**src/rtl/div_unit_seq_pkg.sv**
```systemverilog
// Shared types and constants for the iterative restoring divider.
// The optional DIV_ZERO_FLAG_EN build is handled in the interface and top.
package div_pkg;
  localparam int DIV_W = 16;

  typedef enum logic [1:0] {IDLE, RUN, DONE} div_state_t;

  // Wide enough to hold the iteration count WIDTH itself.
  function automatic int cnt_width(input int width);
    return $clog2(width + 1);
  endfunction
endpackage

```
**src/rtl/div_unit_seq_if.sv**
```systemverilog
// Start/operand/result bundle between a requester and div_unit_seq.
// DIV_ZERO_FLAG_EN adds the div_by_zero result flag.
interface div_unit_seq_if
  import div_pkg::*;
#(
  parameter int WIDTH = DIV_W
);
  logic             start;
  logic [WIDTH-1:0] dividend;
  logic [WIDTH-1:0] divisor;
  logic             busy;
  logic             done;
  logic [WIDTH-1:0] div_rd;
  logic [WIDTH-1:0] rem_rd;
`ifdef DIV_ZERO_FLAG_EN
  logic             div_by_zero;

  modport master (output start, dividend, divisor,
                  input  busy, done, div_rd, rem_rd, div_by_zero);
  modport slave  (input  start, dividend, divisor,
                  output busy, done, div_rd, rem_rd, div_by_zero);
`else
  modport master (output start, dividend, divisor,
                  input  busy, done, div_rd, rem_rd);
  modport slave  (input  start, dividend, divisor,
                  output busy, done, div_rd, rem_rd);
`endif
endinterface

```
**src/rtl/div_unit_seq_step.sv**
```systemverilog
// One combinational restoring-division step: shift {rem,quo} left, trial-subtract
// the divisor, keep the difference only when it is non-negative.
module div_step
  import div_pkg::*;
#(
  parameter int WIDTH = DIV_W
) (
  input  logic [WIDTH-1:0] rem,
  input  logic [WIDTH-1:0] quo,
  input  logic [WIDTH-1:0] divisor,
  output logic [WIDTH-1:0] rem_next,
  output logic [WIDTH-1:0] quo_next
);
  logic        [WIDTH:0]   shifted;
  logic signed [WIDTH+1:0] trial;

  always_comb begin
    shifted = {rem, quo[WIDTH-1]};
    trial   = $signed({1'b0, shifted}) - $signed({2'b00, divisor});
    // A restored remainder is below the divisor, so it always fits in WIDTH bits.
    if (trial >= 0) begin
      rem_next = trial[WIDTH-1:0];
      quo_next = {quo[WIDTH-2:0], 1'b1};
    end else begin
      rem_next = shifted[WIDTH-1:0];
      quo_next = {quo[WIDTH-2:0], 1'b0};
    end
  end
endmodule

```
**src/rtl/div_unit_seq.sv**
```systemverilog
// Iterative WIDTH-bit unsigned restoring divider, one quotient bit per clock.
// Optional macro DIV_ZERO_FLAG_EN: zero divisor completes in one clock and raises div_by_zero.
module div_unit_seq
  import div_pkg::*;
#(
  parameter int WIDTH = DIV_W
) (
  input  logic          clk,
  input  logic          rst,
  div_unit_seq_if.slave bus
);
  localparam int CNT_W = cnt_width(WIDTH);

  div_state_t       state, state_nxt;
  logic [CNT_W-1:0] cnt;
  logic [WIDTH-1:0] rem_q, quo_q, dvs_q;
  logic [WIDTH-1:0] rem_nxt, quo_nxt;
  logic [WIDTH-1:0] div_rd_q, rem_rd_q;
  logic             accept, last_step, zero_div;

  div_step #(.WIDTH(WIDTH)) u_step (
    .rem      (rem_q),
    .quo      (quo_q),
    .divisor  (dvs_q),
    .rem_next (rem_nxt),
    .quo_next (quo_nxt)
  );

  assign accept    = bus.start && (state != RUN);
  assign last_step = (state == RUN) && (cnt == CNT_W'(1));
`ifdef DIV_ZERO_FLAG_EN
  assign zero_div  = (bus.divisor == '0);
`else
  assign zero_div  = 1'b0;
`endif

  always_ff @(posedge clk or posedge rst) begin
    if (rst) state <= IDLE;
    else     state <= state_nxt;
  end

  always_comb begin
    state_nxt = state;
    case (state)
      IDLE, DONE: begin
        if (accept) state_nxt = zero_div ? DONE : RUN;
        else        state_nxt = IDLE;
      end
      RUN:     if (last_step) state_nxt = DONE;
      default: state_nxt = IDLE;
    endcase
  end

  // Results move into div_rd/rem_rd only at completion and hold otherwise.
  always_ff @(posedge clk or posedge rst) begin
    if (rst) begin
      cnt      <= '0;
      rem_q    <= '0;
      quo_q    <= '0;
      dvs_q    <= '0;
      div_rd_q <= '0;
      rem_rd_q <= '0;
    end else if (accept) begin
      rem_q <= '0;
      quo_q <= bus.dividend;
      dvs_q <= bus.divisor;
      if (zero_div) begin
        cnt      <= '0;
        div_rd_q <= '1;
        rem_rd_q <= bus.dividend;
      end else begin
        cnt      <= CNT_W'(WIDTH);
      end
    end else if (state == RUN) begin
      rem_q <= rem_nxt;
      quo_q <= quo_nxt;
      cnt   <= cnt - 1'b1;
      if (last_step) begin
        div_rd_q <= quo_nxt;
        rem_rd_q <= rem_nxt;
      end
    end
  end

`ifdef DIV_ZERO_FLAG_EN
  logic dz_q;

  always_ff @(posedge clk or posedge rst) begin
    if (rst)                      dz_q <= 1'b0;
    else if (accept && zero_div)  dz_q <= 1'b1;
    else if (last_step)           dz_q <= 1'b0;
  end

  assign bus.div_by_zero = dz_q;
`endif

  assign bus.busy   = (state == RUN);
  assign bus.done   = (state == DONE);
  assign bus.div_rd = div_rd_q;
  assign bus.rem_rd = rem_rd_q;
endmodule
```
**src/flat_wrapper.sv**
```systemverilog
// flat-port wrapper written by rule: the top's interface ports become plain ports
module div_unit_seq_flat import div_pkg::*;
#(
  parameter int WIDTH = DIV_W
)
  (clk, rst, bus_start, bus_dividend, bus_divisor, bus_busy, bus_done, bus_div_rd, bus_rem_rd);
  div_unit_seq_if #(.WIDTH(WIDTH)) bus_i ();
  input  logic clk;
  input  logic rst;
  input wire logic [$bits(bus_i.start)-1:0] bus_start;
  input wire logic [$bits(bus_i.dividend)-1:0] bus_dividend;
  input wire logic [$bits(bus_i.divisor)-1:0] bus_divisor;
  output wire logic [$bits(bus_i.busy)-1:0] bus_busy;
  output wire logic [$bits(bus_i.done)-1:0] bus_done;
  output wire logic [$bits(bus_i.div_rd)-1:0] bus_div_rd;
  output wire logic [$bits(bus_i.rem_rd)-1:0] bus_rem_rd;
  assign bus_i.start = bus_start;
  assign bus_i.dividend = bus_dividend;
  assign bus_i.divisor = bus_divisor;
  assign bus_busy = bus_i.busy;
  assign bus_done = bus_i.done;
  assign bus_div_rd = bus_i.div_rd;
  assign bus_rem_rd = bus_i.rem_rd;
  div_unit_seq #(.WIDTH(WIDTH)) u_core (.clk(clk), .rst(rst), .bus(bus_i));
endmodule
```
**config.mk**
```make
export PLATFORM = sky130hd
export DESIGN_NAME = div_unit_seq_flat
export DESIGN_NICKNAME = d
export VERILOG_FILES = /design/src/rtl/div_unit_seq_pkg.sv /design/src/rtl/div_unit_seq_if.sv /design/src/rtl/div_unit_seq_step.sv /design/src/rtl/div_unit_seq.sv /design/src/flat_wrapper.sv
export SDC_FILE = /design/constraint.sdc
export NUM_CORES = 1
export LEC_CHECK = 0
export CORE_MARGIN = 10
export CORE_UTILIZATION = 54
export CTS_CLUSTER_SIZE = 14
export DETAILED_ROUTE_END_ITERATION = 7
export PLACE_DENSITY = 0.79
export SLEW_MARGIN = 40
export SYNTH_ARGS = -nofsm -noshare
export SYNTH_HDL_FRONTEND = slang
export SYNTH_SLANG_ARGS = --single-unit
```
**constraint.sdc**
```tcl
create_clock -name clk -period 5.1 [get_ports clk]
set_input_delay 0.51 -clock clk [delete_from_list [all_inputs] [get_ports clk]]
set_output_delay 0.51 -clock clk [all_outputs]
set_load 0.02 [all_outputs]
```
# After elaboration in Yosys (flattened, before gate mapping)
# Index checks and enable logic that the tools add are counted.
# word_totals
register_bits	87
in_bits	35
output_inout_bits	34
wordCells	33
# classes
n_addsub	2
magnitude_cmp	1
eq_ne	5
muxes	11
n_bitwise	1
reduce_logical	6
# ops
cell	count
16-bit two-way mux	5
18-bit by 1-bit greater-or-equal comparator with 1-bit output (second input constant)	1
17-bit by 16-bit subtractor with 18-bit output	1
5-bit two-way mux	2
5-bit by 1-bit == test with 1-bit output (second input constant)	1
5-bit by 1-bit subtractor with 5-bit output (second input constant)	1
2-bit by 1-bit inequality test with 1-bit output (second input constant)	2
2-bit one-hot mux with 2 select lines	1
3-bit AND reduction	1
2-bit by 1-bit == test with 1-bit output (second input constant)	1
2-bit == test (second input constant)	1
1-bit logical AND	2
2-bit logical NOT	1
1-bit two-way mux	2
2-bit two-way mux	1
2-bit nonzero test	1
2-bit OR reduction	1
1-bit inverter	1

# Depth between registers and ports, before layout
# Gate-level depths: netlist (run 1).
# depth
word_depth	5
ltp_mapped	11
mapped_depth_nobuf	9

# Cells and area by module
# From an unflattened synthesis (run 1), not the netlist that was laid out.
# hier_totals
cells_unflattened	453
area_unflattened_um2	4911.0
# modules_own_cells
module	instances	cells_each	area_per_inst_um2	seq_area_each_um2
div_unit_seq	1	277	3619.7	2177.1
div_step	1	176	1291.2	0.0

# Worst setup path after synthesis (run 1)
# OpenSTA, ideal clock, no wires.
# synth_timing
path_type	register to register
from	reg u_core.dvs_q[0]
to	reg u_core.rem_rd_q[10] (netlist: u_core.bus.rem_rd[10])
setup_ns	0.069
arrival_time_ns	2.196
required_ns	5.031
slack_ns	2.835
stages_incl_launch_ff	9
path_buffers	0
synth_period_minus_slack_ns	2.265
path_cell_list	dfrtp_1 -> ha_1 -> fa_1 -> nor2b_1 -> o2111ai_1 -> a21oi_1 -> nor3_1 -> or4_1 -> nand3_1
# synth_between
elab_chain_len	3
# synth_rtl
item	line_no	text
start, declared	div_unit_seq.sv:16	logic [WIDTH-1:0] rem_q, quo_q, dvs_q;
start signal, assigned	div_unit_seq.sv:66	dvs_q <= bus.divisor;
17-bit by 16-bit subtractor with 18-bit output (*)	div_unit_seq_step.sv:19	trial = $signed({1'b0, shifted}) - $signed({2'b00, divisor});
18-bit by 1-bit greater-or-equal comparator with 1-bit output	div_unit_seq_step.sv:21	if (trial >= 0) begin
16-bit two-way mux (*)	div_unit_seq_step.sv:21	
end signal, assigned	div_unit_seq.sv:70	rem_rd_q <= bus.dividend;
end signal, assigned	div_unit_seq.sv:80	rem_rd_q <= rem_nxt;
end, declared	div_unit_seq.sv:18	logic [WIDTH-1:0] div_rd_q, rem_rd_q;
# Every way passes the cells marked *; elsewhere a longest branch is shown, timed or not.
# A chain may end at the register's enable or synchronous reset.

# Worst setup path in the final report (run 1)
# layout_timing
from	reg u_core.state[1]
to	out bus_busy
# layout_between
elab_chain_len	1
# layout_rtl
item	line_no	text
start, declared	div_unit_seq.sv:14	div_state_t state, state_nxt;
start signal, assigned	div_unit_seq.sv:39	else state <= state_nxt;
2-bit by 1-bit == test with 1-bit output	div_unit_seq.sv:97	assign bus.busy = (state == RUN);
end, declared	flat_wrapper.sv:13	output wire logic [$bits(bus_i.busy)-1:0] bus_busy;
# Every way passes these cells.

==> results.cfg, run 1 <==
[outcome]
status = finished clean

[power]
p_sw_w = 0.00202
seqPwrFrac = 0.296
p_sw_frac = 0.456
max-vdd-ir-drop_mv = 0.360
p_int_w = 0.00241
finalPower_w = 0.00442
clkPwrFrac = 0.117
pwr_density_cell_nw_per_um2 = 797
leakage_nw = 2.61
combPwrFrac = 0.587

[global_routing]
grt_max_degree = 45
grt_pass1_wl_um = 19200
use_met2 = 0.292
overflow = 0
grt.met3_usage = 0.0447
grt_pass1_vias = 3893
top_usage_layer = met2
met1_usage = 0.231
antenna_found_initial = 0
grt_use_total = 0.182

[detailed_routing]
wl_per_cell_um = 17.4
drc_errors = 0
drt_iter0_markers = 186
wirelength_um = 11200
vias_per_cell = 5.74
ant_nets = 0
dr_total_vias = 3708
drt_pass1_iterations = 4

[layout]
n_antenna_cell = 0
fin_nets = 591
design_area_um2 = 5550
drive_above_1_share = 0.0943
fin_util = 0.672
area_growth_pct = 20.1

[place]
io_buffer_count = 68
hpwl_um = 8210
globalplace.congestion = 0.897
place_area_um2 = 5330

[synthesis]
yosysWarnings = 0
seq_area_frac_synth = 0.471
ys_types = 55
syn-cell-area_um2 = 4620
synth-main-ff-cell = dfrtp_1
synth_top_area_frac = 0.471
yosysTopAreaCell = dfrtp_1
postSynthAreaPerCell_um2 = 9.69
synthCells = 477
synth-async-reset-ratio = 1.00
syn_nets = 532
synth_enable_flop_cells = 0
synth_area_leaders = dfrtp_1, nand2_1, mux2i_1
ys_seq_elements = 87

[worst_setup_path]
critPathLaunch = u_core.state[1]
path_class = flop to output port
rr_startpoint = u_core.state[1]
cp_max_fo = 44
critPathRequiredTime_ns = 4.59
crit_path_start_kind = flop
crit_arrival_ns = 2.36
critPathCaptureType = output port

[die]
fp-row-count = 33
die_w_um = 113
start_util = 0.560
die_h_um = 113
core_um2 = 8260
dieArea_um2 = 12700
ios = 69

[sta]
hold_violations = 0
post-route-min-period_ns = 2.87
fmax_ghz = 0.349
rsz0062_at_grt = no
slew_violations = 0
slew_headroom = 0.457
fin_setup_tns_ns = 0
post-route-period-util = 0.562
finClkSkew_ns = 0.00961
tightest_slew_ns = 0.814
setup_violations = 0
fin_hold_ws_ns = 0.485

[hold_path]
hp-class = flop to flop
hp-start = u_core.bus.rem_rd[0]

[clock_tree]
cts_hold_buf = 0
clk_pin_slew_ns = 0.09
cts.sinks = 87
htree_levels = 3
cts_tree = built
root_buffer = clkbuf_8
numCtsBuffers = 9
postCtsSetupBuffers = 0
clk_latency_ns = 0.36
ctsResizeCount = 0
cts_buffer_depth = 2

[job]
drv_cap = 0
## stage by stage
stage,worst slack (ns),instances
finish,2.23,646
global route,2.00,646
CTS,2.20,646
detailed placement,2.32,630
global placement,2.48,630
floorplan,2.34,477
## worst max-delay path, cell delays in order, from the launching register on
cell and delay [ns]:
dfrtp_1 0.38, nand2b_1 0.13, buf_4 0.24, inv_2 0.51, clkdlybuf4s50_1 0.73
## logic make-up (layout without fill, tap and decap cells)
family,count (synthesis),in the layout,share of synthesized area
flops,87,87,0.471
simple gates,154,154,0.146
mux,43,43,0.0996
fa+ha+maj,20,20,0.0558
xor+xnor,8,8,0.0152
compound gates,113,113,0.161
buf+inv,52,116,0.0514
## state kept, by name (all words and copies together) (netlist names)
signal and count:
u_core.bus.div_rd 16, u_core.bus.rem_rd 16, u_core.dvs_q 16, u_core.quo_q 16
u_core.rem_q 16, u_core.cnt 5, u_core.state 2
## path summary, 6_finish.rpt
kind,endpoint,slack [ns],cells after the start
min,u_core.bus.rem_rd[0],0.49,2
max reg2reg,u_core.bus.rem_rd[13],2.31,9
max,bus_busy,2.23,4
min reg2reg,u_core.bus.rem_rd[0],0.49,2
min in group asynchronous,u_core.bus.div_rd[15],0.54,2
max in group asynchronous,u_core.dvs_q[7],3.57,3
## synth_stat cells, types with 6 or more instances
library cell and n:
ha_1 19, nor2_1 10, nand3_1 18, and3_1 6, nand2_1 95, nor3_1 8
o21ai_0 44, clkbuf_1 15, xnor2_1 6, dfrtp_1 87, mux2i_1 25, inv_1 27
mux2_2 16, a31oi_1 7, a21o_1 7, a21oi_1 15
## final cells by class
cell class,instances,area (um2)
clock buffers,9,124
clock inverters,7,88.8
fillers,679,2710
inverters,28,108
multi-input cells,338,2210
flip-flops and latches,87,2180
well taps,105,131
repair buffers,72,711
## cell usage in the layout, fill, tap and decap left out, types with 2 or more instances in the layout
| cell | n |
|---|---|
| nand4_1 | 3 |
| a21oi_2 | 3 |
| mux2i_1 | 25 |
| clkbuf_8 | 9 |
| xnor2_1 | 6 |
| nor4_1 | 2 |
| a311oi_1 | 2 |
| o21a_1 | 4 |
| o21ai_1 | 2 |
| inv_8 | 3 |
| mux2_4 | 2 |
| nor3_1 | 8 |
| nand3_1 | 18 |
| dfrtp_1 | 87 |
| a21oi_1 | 15 |
| o21ai_2 | 4 |
| a211oi_1 | 2 |
| o21ai_0 | 44 |
| o31ai_2 | 2 |
| nor2b_1 | 4 |
| inv_1 | 26 |
| o2111a_1 | 2 |
| o2111ai_1 | 2 |
| buf_4 | 4 |
| mux2_2 | 16 |
| a21o_1 | 7 |
| ha_1 | 19 |
| nor2_1 | 10 |
| and3_1 | 6 |
| clkdlybuf4s50_1 | 68 |
| nand2_1 | 95 |
| nand2b_1 | 3 |
| o21bai_1 | 2 |
| or4_1 | 3 |
| a311o_1 | 2 |
| xor2_1 | 2 |
| a211o_1 | 2 |
| a31oi_1 | 7 |
## power groups by stage
stage | Sequential (W) | Combinational (W) | Clock [W]
2_1_floorplan | 0.00140 | 0.00180 | 0
3_3_place_gp | 0.00131 | 0.00252 | 0
3_5_place_dp | 0.00132 | 0.00260 | 0
4_1_cts | 0.00131 | 0.00260 | 0.000529
5_1_grt | 0.00136 | 0.00291 | 0.000562
6_report | 0.00131 | 0.00260 | 0.000517
## per-layer routing
| layer | vias to the layer above | share of wire |
|---|---|---|
| met2 | 101 | 0.48 |
| met4 | 0 | 0.026 |
| met1 | 1798 | 0.44 |
| met3 | 22 | 0.050 |
| li1 | 1787 | - |
| met5 | - | 0 |
Note: power is estimated with default switching activity, not from simulation.
==> inputs of run 2 (changes only) <==
CORE_UTILIZATION = 49   (was 54)
PLACE_DENSITY = 0.75   (was 0.79)
clock period = 2.3 ns   (was 5.1 ns; I/O delays follow)
==> run 2 against run 1 <==
Sequential cell count stayed put. Sequential share of layout area decreased by 4.7 points. Clock skew increased by 0.0055 ns. Die area up 8.3%. Hold slack got worse by 0.32 ns. Via count rose by 5.0%. Critical path type is now flop to flop. Final area is 14% higher. Sequential power increased by 120%. Largest power group unchanged. First-iteration DRC count grew 66%. Critical path depth is 4 higher. Clock-buffer cell count is 2 higher.
==> results.cfg, run 2 (synthesis gave the netlist of run 1 again) <==
[global_routing]
grt_pass1_vias = 3821
antenna_found_initial = 0
overflow = 0
grt_max_degree = 40
grt_pass1_wl_um = 19300
grt_use_total = 0.178

[clock_tree]
root_buffer = clkbuf_8
clk_pin_slew_ns = 0.09
cts_tree = built
numCtsBuffers = 9
cts_buffer_depth = 2
cts_hold_buf = 0
clk_latency_ns = 0.36
htree_levels = 3
cts.sinks = 87

[worst_setup_path]
crit_path_start_kind = flop
critPathCaptureType = flop
path_class = flop to flop
critPathRequiredTime_ns = 2.60
rrSetupSlack_ns = 0.005
rr_startpoint = u_core.dvs_q[1]
reg2regPathDepth = 8
cp_max_fo = 4
crit_arrival_ns = 2.60
worstReg2RegEnd = u_core.bus.rem_rd[11]

[die]
start_util = 0.502
core_um2 = 9200
fp-row-count = 35
dieArea_um2 = 13700
die_h_um = 117
ios = 69
die_w_um = 117

[detailed_routing]
drt_iter0_markers = 309
vias_per_cell = 5.51
wirelength_um = 11800
drt_pass1_iterations = 4
ant_nets = 0
dr_total_vias = 3892
wl_per_cell_um = 16.7
drc_errors = 0

[layout]
drive_above_1_share = 0.250
multi_input_area_um2 = 2500
fillers = 706
final_common_cell = nand2_1
fin_nets = 645
final_cell_mix = nand2_1, dfrtp_1, clkdlybuf4s50_1, buf_4, o21ai_0
area_growth_pct = 36.4
final_cells = 706
n_antenna_cell = 0
seq_area_um2 = 2180

[sta]
rsz0062_at_grt = yes
hold_violations = 0
finClkSkew_ns = 0.0151
tightest_slew_ns = 0.428
post-route-min-period_ns = 2.30
post-route-period-util = 0.998
slew_headroom = 0.715
slew_violations = 0
fmax_ghz = 0.436
setup_violations = 0

[hold_path]
hp-class = input pin to asynchronous set/reset pin

[place]
place_inst = 684
globalplace.congestion = 0.877
io_buffer_count = 68
hpwl_um = 8700

[power]
pwr_density_cell_nw_per_um2 = 1920
leakage_nw = 2.89
finalPower_w = 0.0121
max-vdd-ir-drop_mv = 0.820

[job]
drv_cap = 0

[outcome]
status = finished clean
[run 2: cell count changes in the layout (fill, tap and decap cells not counted), sizes merged]
cell	delta
clkinvlp	+1
buf	+54
inv	-4
clkinv	+1
clkbuf	+2
[run 2: per-stage QoR]
stage / instance area [um2] / util / hold WS (ns) / TNS [ns] / setup slack [ns]
2_1_floorplan: 4620 / - / 0.381 / 0 / 0.0351
3_3_place_gp: 5730 / 0.623 / 0.458 / -0.0402 / -0.0231
3_5_place_dp: 5730 / 0.623 / 0.461 / -0.749 / -0.184
4_1_cts: 5970 / 0.649 / 0.158 / -0.0594 / -0.0175
5_1_grt: 6300 / 0.685 / 0.161 / -1.04 / -0.108
6_report: 6300 / 0.685 / 0.161 / 0 / 0.00472
[run 2: how the worst max path moves through the flow]
stage / start / endpoint / slack, ns / cells after the start
after floorplan: u_core.dvs_q[0] / u_core.bus.rem_rd[10] / 0.04 / 8
after global placement: u_core.rem_q[1] / u_core.rem_q[8] / -0.02 / 9
after detailed placement: u_core.dvs_q[2] / u_core.bus.rem_rd[8] / -0.18 / 10
after CTS: u_core.dvs_q[4] / u_core.bus.rem_rd[1] / -0.02 / 9
after global routing: u_core.dvs_q[1] / u_core.rem_q[0] / -0.11 / 10
final: u_core.dvs_q[1] / u_core.bus.rem_rd[11] / 0.005 / 8
[run 2: what timing repair did]
| item | in CTS | in global routing |
|---|---|---|
| buffers inserted | 0 | 6 |
| endpoints found under the setup margin | 23 | 34 |
| gates resized for setup | 9 | 70 |
| pin swaps | 3 | 17 |
| gates cloned | 0 | 0 |
[run 2: routing by layer]
layer | GRT usage | part of all wire | wire length, um | vias up
met2 | 0.270 | 0.47 | 5540 | 103
met5 | 0 | 0 | 0 | -
met1 | 0.252 | 0.46 | 5410 | 1882
met3 | 0.0362 | 0.061 | 717 | 8
li1 | - | - | - | 1899
met4 | 0.0494 | 0.010 | 121 | 0
[run 2: area by class of cell]
class / count / share of cell area
Clock buffer: 11 / 0.0240
Clock inverter: 5 / 0.0101
Inverter: 28 / 0.0173
Multi-Input combinational cell: 338 / 0.397
Sequential cell: 87 / 0.346
Tap cell: 111 / 0.0220
Timing Repair Buffer: 126 / 0.184
[run 2: where the power goes]
group / internal (W) / leakage [nW] / switching, W
combinational: 0.00400 / 1.75 / 0.00405
clock: 0.000569 / 0.106 / 0.000563
sequential: 0.00232 / 1.03 / 0.000572
total: 0.00690 / 2.89 / 0.00518
[run 2: critical path, cell delays in order (launching register included)]
cell and delay (ns):
dfrtp_1 0.38, inv_1 0.05, ha_1 0.31, nor2b_4 0.13
o31a_1 0.27, o2111a_2 0.31, o21a_1 0.21, or4_4 0.49
nand3_2 0.08
